[config.mk]
export PLATFORM = sky130hd
export DESIGN_NAME = mux_sel_arbiter
export DESIGN_NICKNAME = d
export VERILOG_FILES = /design/src/rtl/mux_sel_arbiter.sv
export SDC_FILE = /design/constraint.sdc
export NUM_CORES = 1
export LEC_CHECK = 0
export BUFFER_PORTS_ARGS = -buffer_cell sky130_fd_sc_hd__buf_4
export CAP_MARGIN = 20
export CORE_MARGIN = 4
export CORE_UTILIZATION = 53
export DETAILED_ROUTE_END_ITERATION = 12
export GPL_ROUTABILITY_DRIVEN = 0
export PLACE_DENSITY = 0.82
export SETUP_SLACK_MARGIN = 0.4
export SYNTH_ARGS = -nofsm -noshare
export SYNTH_HDL_FRONTEND = slang
export SYNTH_SLANG_ARGS = --single-unit
[constraint.sdc]
create_clock -name i_clk -period 4.57 [get_ports i_clk]
set_input_delay 0.2285 -clock i_clk [delete_from_list [all_inputs] [get_ports i_clk]]
set_output_delay 0.2285 -clock i_clk [all_outputs]
set_load 0.01 [all_outputs]
[src/rtl/mux_sel_arbiter.sv]
// Round-robin feeder for a 2:1 word mux: two valid/ready sources are parked in
// one-entry holding registers and granted alternately onto the mux output.
module mux_sel_arbiter #(
   parameter int WIDTH = 4,
   parameter int CNT_W = 8
) (
   input  logic             i_clk,
   input  logic             i_rst_n,
   input  logic             i_a_valid,
   output logic             o_a_ready,
   input  logic [0:WIDTH-1] i_a_data,
   input  logic             i_b_valid,
   output logic             o_b_ready,
   input  logic [0:WIDTH-1] i_b_data,
   output logic [0:WIDTH-1] o_mux_a,
   output logic [0:WIDTH-1] o_mux_b,
   output logic             o_sel,
   output logic             o_out_valid,
   input  logic             i_out_ready,
   output logic [CNT_W-1:0] o_a_cnt,
   output logic [CNT_W-1:0] o_b_cnt
);

   typedef enum logic [1:0] {IDLE, SEND_A, SEND_B} state_t;

   localparam logic [CNT_W-1:0] CNT_ONE = 1;

   state_t           r_state;
   state_t           w_state_nxt;
   logic             r_a_full;
   logic             r_b_full;
   logic             r_sel;
   logic             w_sel_nxt;
   logic [0:WIDTH-1] r_mux_a;
   logic [0:WIDTH-1] r_mux_b;
   logic [CNT_W-1:0] r_a_cnt;
   logic [CNT_W-1:0] r_b_cnt;
   logic             w_a_done;
   logic             w_b_done;
   logic             w_a_acc;
   logic             w_b_acc;
   logic             w_a_elig;
   logic             w_b_elig;
   logic             w_decide;

   assign w_a_done  = (r_state == SEND_A) && i_out_ready;
   assign w_b_done  = (r_state == SEND_B) && i_out_ready;
   assign o_a_ready = !r_a_full || w_a_done;
   assign o_b_ready = !r_b_full || w_b_done;
   assign w_a_acc   = i_a_valid && o_a_ready;
   assign w_b_acc   = i_b_valid && o_b_ready;
   // A source whose word is leaving this cycle must not be re-granted at once.
   assign w_a_elig  = r_a_full && !w_a_done;
   assign w_b_elig  = r_b_full && !w_b_done;
   assign w_decide  = (r_state == IDLE) || w_a_done || w_b_done;

   // r_sel doubles as last_grant: both are set on entering a send state and
   // both hold in IDLE, with reset value B (0) so A wins the first tie.
   always_comb begin
      w_state_nxt = r_state;
      w_sel_nxt   = r_sel;
      o_out_valid = 1'b0;
      if (w_decide) begin
         if (w_a_elig && w_b_elig) begin
            w_state_nxt = r_sel ? SEND_B : SEND_A;
         end else if (w_a_elig) begin
            w_state_nxt = SEND_A;
         end else if (w_b_elig) begin
            w_state_nxt = SEND_B;
         end else begin
            w_state_nxt = IDLE;
         end
      end
      if (w_state_nxt == SEND_A) begin
         w_sel_nxt = 1'b1;
      end else if (w_state_nxt == SEND_B) begin
         w_sel_nxt = 1'b0;
      end
      if (r_state != IDLE) begin
         o_out_valid = 1'b1;
      end
   end

   always_ff @(posedge i_clk) begin
      if (!i_rst_n) begin
         r_state  <= IDLE;
         r_sel    <= 1'b0;
         r_a_full <= 1'b0;
         r_b_full <= 1'b0;
         r_mux_a  <= '0;
         r_mux_b  <= '0;
         r_a_cnt  <= '0;
         r_b_cnt  <= '0;
      end else begin
         r_state <= w_state_nxt;
         r_sel   <= w_sel_nxt;
         if (w_a_acc) begin
            r_a_full <= 1'b1;
            r_mux_a  <= i_a_data;
         end else if (w_a_done) begin
            r_a_full <= 1'b0;
         end
         if (w_b_acc) begin
            r_b_full <= 1'b1;
            r_mux_b  <= i_b_data;
         end else if (w_b_done) begin
            r_b_full <= 1'b0;
         end
         if (w_a_done) begin
            r_a_cnt <= r_a_cnt + CNT_ONE;
         end
         if (w_b_done) begin
            r_b_cnt <= r_b_cnt + CNT_ONE;
         end
      end
   end

   assign o_mux_a = r_mux_a;
   assign o_mux_b = r_mux_b;
   assign o_sel   = r_sel;
   assign o_a_cnt = r_a_cnt;
   assign o_b_cnt = r_b_cnt;

endmodule

Word-level counts from Yosys, hierarchy flattened:

Index checks and enable logic that the tools add are counted.

* flip-flop bits (word level): 29
* input port bits: 13

* add/sub/neg operators: 2
* eq/ne operators: 4
* multiplexer cells: 12
* reduce and logical (&&, ||, !) cells: 20

Operator list (number)
* 8-bit by 1-bit adder with 8-bit output (second input constant): 2
* 2-bit 2-to-1 mux: 5
* 2-bit nonzero test: 4
* 1-bit logical AND: 7
* 1-bit 2-to-1 mux: 7
* 2-bit by 1-bit equality test with 1-bit output (second input constant): 2
* 2-bit equality test (second input constant): 2
* 1-bit logical NOT: 4
* 1-bit logical OR: 4
* 2-bit logical NOT: 1

Longest topological paths before layout:

Gate-level depths: netlist (run 1).

* depth in word-level cells: 11
* mapped depth: 7
* depth with buffers taken out: 6

Worst setup path before layout (run 1):

OpenSTA, ideal clock, no wires.

* path kind: reg2reg
* from: reg r_state[0]
* to: reg r_sel (netlist: o_sel)
* data arrival time: 1311 ps
* path slack: 3131 ps
* cell stages (with the launch flop): 7
* path buffers: 1
* cell sequence: dfxtp_1 > buf_4 > nand3b_1 > nand3_1 > ha_1 > mux2i_1 > nor2_1

* cells in the longest elaborated chain, start to end: 10

RTL lines
* start, declared: RTL line 28 `state_t r_state;`
* start signal, assigned: RTL line 95 `r_state <= w_state_nxt;`
* 2-bit equality test: RTL line 47 `assign w_b_done = (r_state == SEND_B) && i_out_ready;`
* 1-bit logical AND: RTL line 47
* 1-bit logical NOT: RTL line 54 `assign w_b_elig = r_b_full && !w_b_done;`
* 1-bit logical AND: RTL line 54
* 2-bit 2-to-1 mux: RTL line 68 `end else if (w_b_elig) begin`
* 2-bit 2-to-1 mux: RTL line 66 `end else if (w_a_elig) begin`
* 2-bit 2-to-1 mux: RTL line 64 `if (w_a_elig && w_b_elig) begin`
* 2-bit 2-to-1 mux *: RTL line 63 `if (w_decide) begin`
* 2-bit by 1-bit equality test with 1-bit output / 2-bit equality test (equally long branches): RTL line 74, 76
* 1-bit 2-to-1 mux / 2-bit nonzero test (equally long branches)
* end signal, assigned: RTL line 96 `r_sel <= w_sel_nxt;`
* end, declared: RTL line 32 `logic r_sel;`

Every way passes the cells marked *; elsewhere a longest branch is shown, timed or not.
A chain may end at the register's enable or synchronous reset.

Final worst setup path (run 1):

* from: reg r_state[0]
* to: out o_b_ready

* cells in the longest elaborated chain, start to end: 3

RTL lines
* 2-bit equality test: RTL line 47
* 1-bit logical AND: RTL line 47
* 1-bit logical OR: RTL line 49 `assign o_b_ready = !r_b_full || w_b_done;`
* end, declared: RTL line 13 `output logic o_b_ready,`

No other way between the ends.

==> metrics.txt, run 1 <==
distinct cell type count after synthesis=30; fin crit period=1708 ps; Antenna Nets Post-Route=0; Worst setup SP type=flop; commonest cells in the netlist=dfxtp_1, nand2_1, a21oi_1; core box area=2297 µm²; critical path arrival=1480 ps; Pins Over Slew Limit=0; synthesized cell area=1333 µm²; Residual DRC=0; Area Growth Syn to Fin=27.61%; die width=58.14 µm; Yosys top cell area share=43.57%; GRT met2 Usage=28.55%; hold buffers post-CTS=0; TritonCTS buffer count=5; Worst Setup End Kind=primary output; PD cells=307.8 nW/µm²; f_max=0.5853 GHz; Synth area leaders=dfxtp_1, mux2i_1, nand2_1, a21oi_1, ha_1; Std-Cell Rows=17; hpwl dp=2020 µm; worst reg2reg path depth=5; Mapped Cells=146; Remaining Overflow, GRT=0; global routing's busiest layer=met2; Filler Cells Inserted=171; first-pass GRT wire length=4616 µm; share of layout cells above drive strength 1=28.34%; Worst EP required=4340 ps; Reg power frac=52.8%; Yosys warning count=0; Max VDD drop=0.0002823 V; Clock H-tree levels=2; met3 Use GR=5.345%; Placed Area=1630 µm²; FF-to-FF Start=r_state[0]$_SDFF_PN0_; worst-path fanout max=11; hold endpoint=r_b_full$_SDFFE_PN0P_; Pint=0.3930 mW; routed wire length per instance=13.02 µm; largest net degree at the start of global routing=21; Worst R2R Setup Slack=2880 ps; initial antenna violation count=0; Hold Path Depth=3; Clk network pwr share=33.0%; type of the worst min-delay path=in2reg; clock skew=9.890 ps; post-route clock period utilization=37.38%; Max Cap Violations=0; Slew @ Worst Pin=596.9 ps; Clk pin slew, worst setup/hold paths=90 ps; Tot Pwr=0.5233 mW; total number of vias=1176; syn nets=162; ant diodes=0; clock latency at the later pin of the worst-skew pair=320 ps; design area=1700 µm²; Slew HR=60.16%; Min-Delay Startpoint=i_b_valid; Starting Density=58.01%; Logic pwr share=14.2%; full die area=3380 µm²; Final Hold Viols=0; Async S/R FF share, synth=0%; RSZ-0062 raised after global routing=false; Clock Sinks=29; total wire length=2800 µm; count leader, synth=dfxtp_1; setup bufs post-CTS=0; Total GRT Usage=17.65%; post-CTS resize count=0; Synth Flop Type=dfxtp_1; Switch Pwr=0.1303 mW; outcome=finished, final reports clean; Static Leak=0.7581 nW; Crit Path Class=reg2out; Detailed Routing Iterations Pass 1=4; post-synthesis sequential area ratio=43.57%; post-synth top area cell=dfxtp_1; sw frac=24.90%; die height=58.14 µm; Port Buf Inserts=40; nets@finish=202; CTS tree=done; vias in the first global route=1098; clk root buf=clkbuf_4; Longest Clk Path Bufs=2; Final setup viols=0; Cells after DPL=207; grt met1 use=20.96%; IO Count=41; Layout Cells excl Fill=215; R2R Path End=o_sel$_SDFFE_PN0P_; average size of a mapped cell=9.127 µm²; via/cell ratio=5.470; Initial DRC Count=24; Synth Register Bits=29; final setup TNS=0 ps; Hold Slack=139.2 ps; number of synthesized flops with an enable pin=0
[layout make-up]
cell class / instances / area, µm² / area share, %
clock buffers: 7 / 65.06 / 3.826
flip-flops and latches: 29 / 580.6 / 34.14
inverters: 1 / 3.754 / 0.2208
well taps: 28 / 35.03 / 2.060
clock inverters: 1 / 5.005 / 0.2943
multi-input cells: 109 / 710.7 / 41.80
repair buffers: 40 / 300.3 / 17.66
[through the flow]
step,worst slack [ps],util (%)
final,2862,74.02
after CTS,2836,74.02
after floorplan,3131,-
after global placement,2981,70.97
after detailed placement,2912,70.97
after global routing,2754,74.02
[flip-flops by register name (all words and copies together) (netlist names)]
| signal | cells |
|---|---|
| o_mux_b | 4 |
| o_a_cnt | 8 |
| o_sel | 1 |
| r_a_full | 1 |
| o_mux_a | 4 |
| r_b_full | 1 |
| o_b_cnt | 8 |
| r_state | 2 |
[worst max-delay path by stage]
stage	slack, ps	end	cells after the start	from
floorplan	3130	o_sel$_SDFFE_PN0P_	6	r_state[0]$_SDFF_PN0_
global placement	2980	o_sel$_SDFFE_PN0P_	5	r_state[0]$_SDFF_PN0_
detailed placement	2910	o_sel$_SDFFE_PN0P_	5	r_state[0]$_SDFF_PN0_
CTS	2840	o_b_ready	3	r_state[1]$_SDFF_PN0_
global route	2750	o_sel$_SDFFE_PN0P_	5	r_state[0]$_SDFF_PN0_
finish	2860	o_b_ready	3	r_state[0]$_SDFF_PN0_
[metal layers]
metal	share of wire, %	vias up
li1	-	600
met1	45	542
met2	47	29
met3	6.6	5
met4	1.6	0
met5	0	-
[power groups by stage]
stage / Clock (mW) / Combinational, mW / Sequential [mW]
after CTS: 0.179 / 0.0753 / 0.276
final: 0.173 / 0.0744 / 0.276
after detailed placement: 0 / 0.0748 / 0.282
after floorplan: 0 / 0.0489 / 0.280
after global routing: 0.191 / 0.0822 / 0.278
after global placement: 0 / 0.0733 / 0.281
[placed cells by master (no fill, tap or decap), drive strengths merged, types with 2 or more instances in the layout]
master,count
xor2,3
a21boi,2
nor2,8
dfxtp,29
ha,3
nand3,2
buf,40
or3,5
nand2b,2
nand2,26
nand4,3
nand4b,3
mux2i,12
o31ai,5
nand3b,3
a21oi,14
o21ai,5
clkbuf,7
or4,5
[logic make-up (layout without fill, tap and decap cells)]
kind of cell	count (synthesis)	count (layout)	share of synthesized area [%]
compound gates	27	27	12.21
fa+ha+maj	3	3	2.817
simple gates	63	63	26.67
mux	12	12	9.014
flops	29	29	43.57
buf+inv	8	49	3.098
xor+xnor	4	4	2.630
[critical path, stage by stage, from the launching register on]
cell and delay, ps:
dfxtp_1 560, nand3b_1 350, nand2_1 100, buf_4 150
No activity file was read; power rests on OpenSTA's default activity.
==> run 2: changes to the inputs <==
--- a/config.mk
+++ b/config.mk
@@ -8,10 +8,10 @@
 export BUFFER_PORTS_ARGS = -buffer_cell sky130_fd_sc_hd__buf_4
 export CAP_MARGIN = 20
 export CORE_MARGIN = 4
-export CORE_UTILIZATION = 53
+export CORE_UTILIZATION = 45
 export DETAILED_ROUTE_END_ITERATION = 12
 export GPL_ROUTABILITY_DRIVEN = 0
-export PLACE_DENSITY = 0.82
+export PLACE_DENSITY = 0.74
 export SETUP_SLACK_MARGIN = 0.4
 export SYNTH_ARGS = -nofsm -noshare
 export SYNTH_HDL_FRONTEND = slang
==> constraint.sdc (replaced) <==
create_clock -name i_clk -period 1.4 [get_ports i_clk]
set_input_delay 0.07 -clock i_clk [delete_from_list [all_inputs] [get_ports i_clk]]
set_output_delay 0.07 -clock i_clk [all_outputs]
set_load 0.01 [all_outputs]
==> run 2 against run 1 <==
The flow now finishes with violations (negative setup slack). Combinational power increased to 5.2 times the previous value. Die area rose by 15%. Power grew to 3.5 times the previous value. Clock skew is 1.1 ps lower. Clock power rose to 3.1 times the previous value. Critical path depth increased by 1. Global-route usage increased by 1.1 points. Hold slack got worse by 120 ps. Setup slack worse by 2900 ps. Core utilization increased by 1.6 points. Critical endpoint is now o_b_cnt[7]$_SDFFE_PN0P_. Highest routed layer unchanged.
==> metrics.txt, run 2 (synthesis results as in run 1) <==
ant diodes=0 (unchanged); TritonCTS buffer count=5 (unchanged); PD cells=860.5 nW/µm² (+180%); f_max=0.7052 GHz; clock latency at the later pin of the worst-skew pair=330 ps (about the same); Worst setup SP type=flop; Residual DRC=0 (unchanged); Crit Path Class=reg2reg; final worst slack=-17.95 ps (-2879 ps); Total GRT Usage=18.76% (+1.1 points); type of the worst min-delay path=in2reg; Worst Setup End Kind=flop; Max VDD drop=0.0008659 V (+210%); failing checks=negative setup slack; share of layout cells above drive strength 1=46.98% (+19 points); Static Leak=0.9178 nW (+21%); die height=62.42 µm (+7.4%); Worst EP required=1660 ps (-2680 ps); Antenna Nets Post-Route=0 (unchanged); largest net degree at the start of global routing=19 (-9.5%); critical path arrival=1680 ps (+200 ps); first-pass GRT wire length=5982 µm (+30%); Detailed Routing Iterations Pass 1=4 (unchanged); Starting Density=47.91% (-10 points); core box area=2781 µm² (+21%); Longest Clk Path Bufs=2 (unchanged); Std-Cell Rows=19 (+2); Clk pin slew, worst setup/hold paths=90 ps (about the same); nets@finish=230 (+14%); total wire length=3798 µm (+36%); routed wire length per instance=15.44 µm (+19%); outcome=complete, but fails checks; die width=62.42 µm (+7.4%); Initial DRC Count=59 (+150%); Remaining Overflow, GRT=0 (unchanged); Slew HR=80.04% (+20 points); final setup TNS=-17.95 ps (-17.95 ps); Worst R2R Setup Slack=-20 ps (-2900 ps); clock skew=8.807 ps (-1.084 ps); Pins Over Slew Limit=0 (unchanged); Max Cap Violations=0 (unchanged); commonest non-fill, non-tap cell in the layout=buf_4; CTS tree=done; clk root buf=clkbuf_4; RSZ-0062 raised after global routing=true; Final Hold Viols=0 (unchanged); Area Growth Syn to Fin=57.75%; IO Count=41 (unchanged); Final setup viols=1 (+1); fin crit period=1418 ps; Tot Pwr=1.809 mW (+250%); Clock Sinks=29 (unchanged); vias in the first global route=1308 (+19%); initial antenna violation count=0 (unchanged); final core utilization=75.57% (+1.6 points); Slew @ Worst Pin=297.7 ps (-299.2 ps); total number of vias=1349 (+15%); Clock H-tree levels=2 (unchanged); Port Buf Inserts=40 (unchanged); via/cell ratio=5.484 (+0.26%); most frequent cells in the layout=buf_4, nand2_1, dfxtp_1; hpwl dp=2278 µm (+13%); full die area=3896 µm² (+15%); worst-path fanout max=6 (-5); post-route clock period utilization=101.3%; Hold Slack=19.78 ps (-119.4 ps); Filler Cells Inserted=192 (+12%)
[run 2: cell types whose count changed in the layout (fill, tap and decap cells not counted), sizes merged]
cell	change
nand3b	+1
nand4b	+1
buf	+18
clkinv	-1
dlygate4sd3	+8
clkbuf	+1
[run 2: worst max-delay path, stage by stage, from the launching register on]
cell,delay (ps)
dfxtp_4,380
buf_6,140
nand4b_4,190
or4_1,510
a21oi_1,140
[run 2: final timing paths]
kind | endpoint | start | cells past startpoint
setup / recovery | o_b_cnt[7]$_SDFFE_PN0P_ | r_state[0]$_SDFF_PN0_ | 4
hold / removal | o_mux_b[3]$_SDFFE_PN0P_ | i_b_data[3] | 3
setup reg to reg | o_b_cnt[7]$_SDFFE_PN0P_ | r_state[0]$_SDFF_PN0_ | 4
hold reg to reg | o_mux_a[2]$_SDFFE_PN0P_ | o_mux_a[2]$_SDFFE_PN0P_ | 2
[run 2: per-stage QoR]
step	cell area, µm²	worst slack (ps)	instances
final	2102	-17.95	246
after global routing	2102	-88.65	246
after CTS	2001	35.05	241
after detailed placement	1752	-48.05	217
after global placement	1752	32.69	217
after floorplan	1405	-8.641	146
[run 2: per-layer routing]
layer  part of all wire, %  routed length [µm]  GRT usage (%)  up-vias
met5                     0                   0              0        -
met4                   1.5                  57          6.897        0
met3                   5.0                 189          6.295        8
met2                    52                1986          31.48       32
met1                    41                1564          22.02      645
li1                      -                   -              -      664
[run 2: layout make-up]
type / count / area, µm² / area share, %
clock buffers: 8 / 58.81 / 2.798
well taps: 31 / 38.79 / 1.845
flip-flops and latches: 29 / 621.8 / 29.58
repair buffers: 66 / 560.5 / 26.67
inverters: 1 / 3.754 / 0.1786
multi-input cells: 111 / 818.3 / 38.93
[run 2: report_power, final]
part | internal (mW) | total [mW] | switching (mW) | leakage [nW]
logic | 0.224 | 0.389 | 0.164 | 0.639
clock network | 0.247 | 0.532 | 0.284 | 0.0326
registers | 0.850 | 0.888 | 0.0384 | 0.246
total | 1.32 | 1.81 | 0.487 | 0.918
[run 2: timing repair]
action | 4_1_cts | 5_1_grt
hold endpoints to repair | 8 | 0
endpoints found under the setup margin | 32 | 32
resized for setup | 12 | 17
setup buffers | 6 | 5
cloned | 2 | 0
pin swaps | 3 | 11
hold buffers | 8 | 0
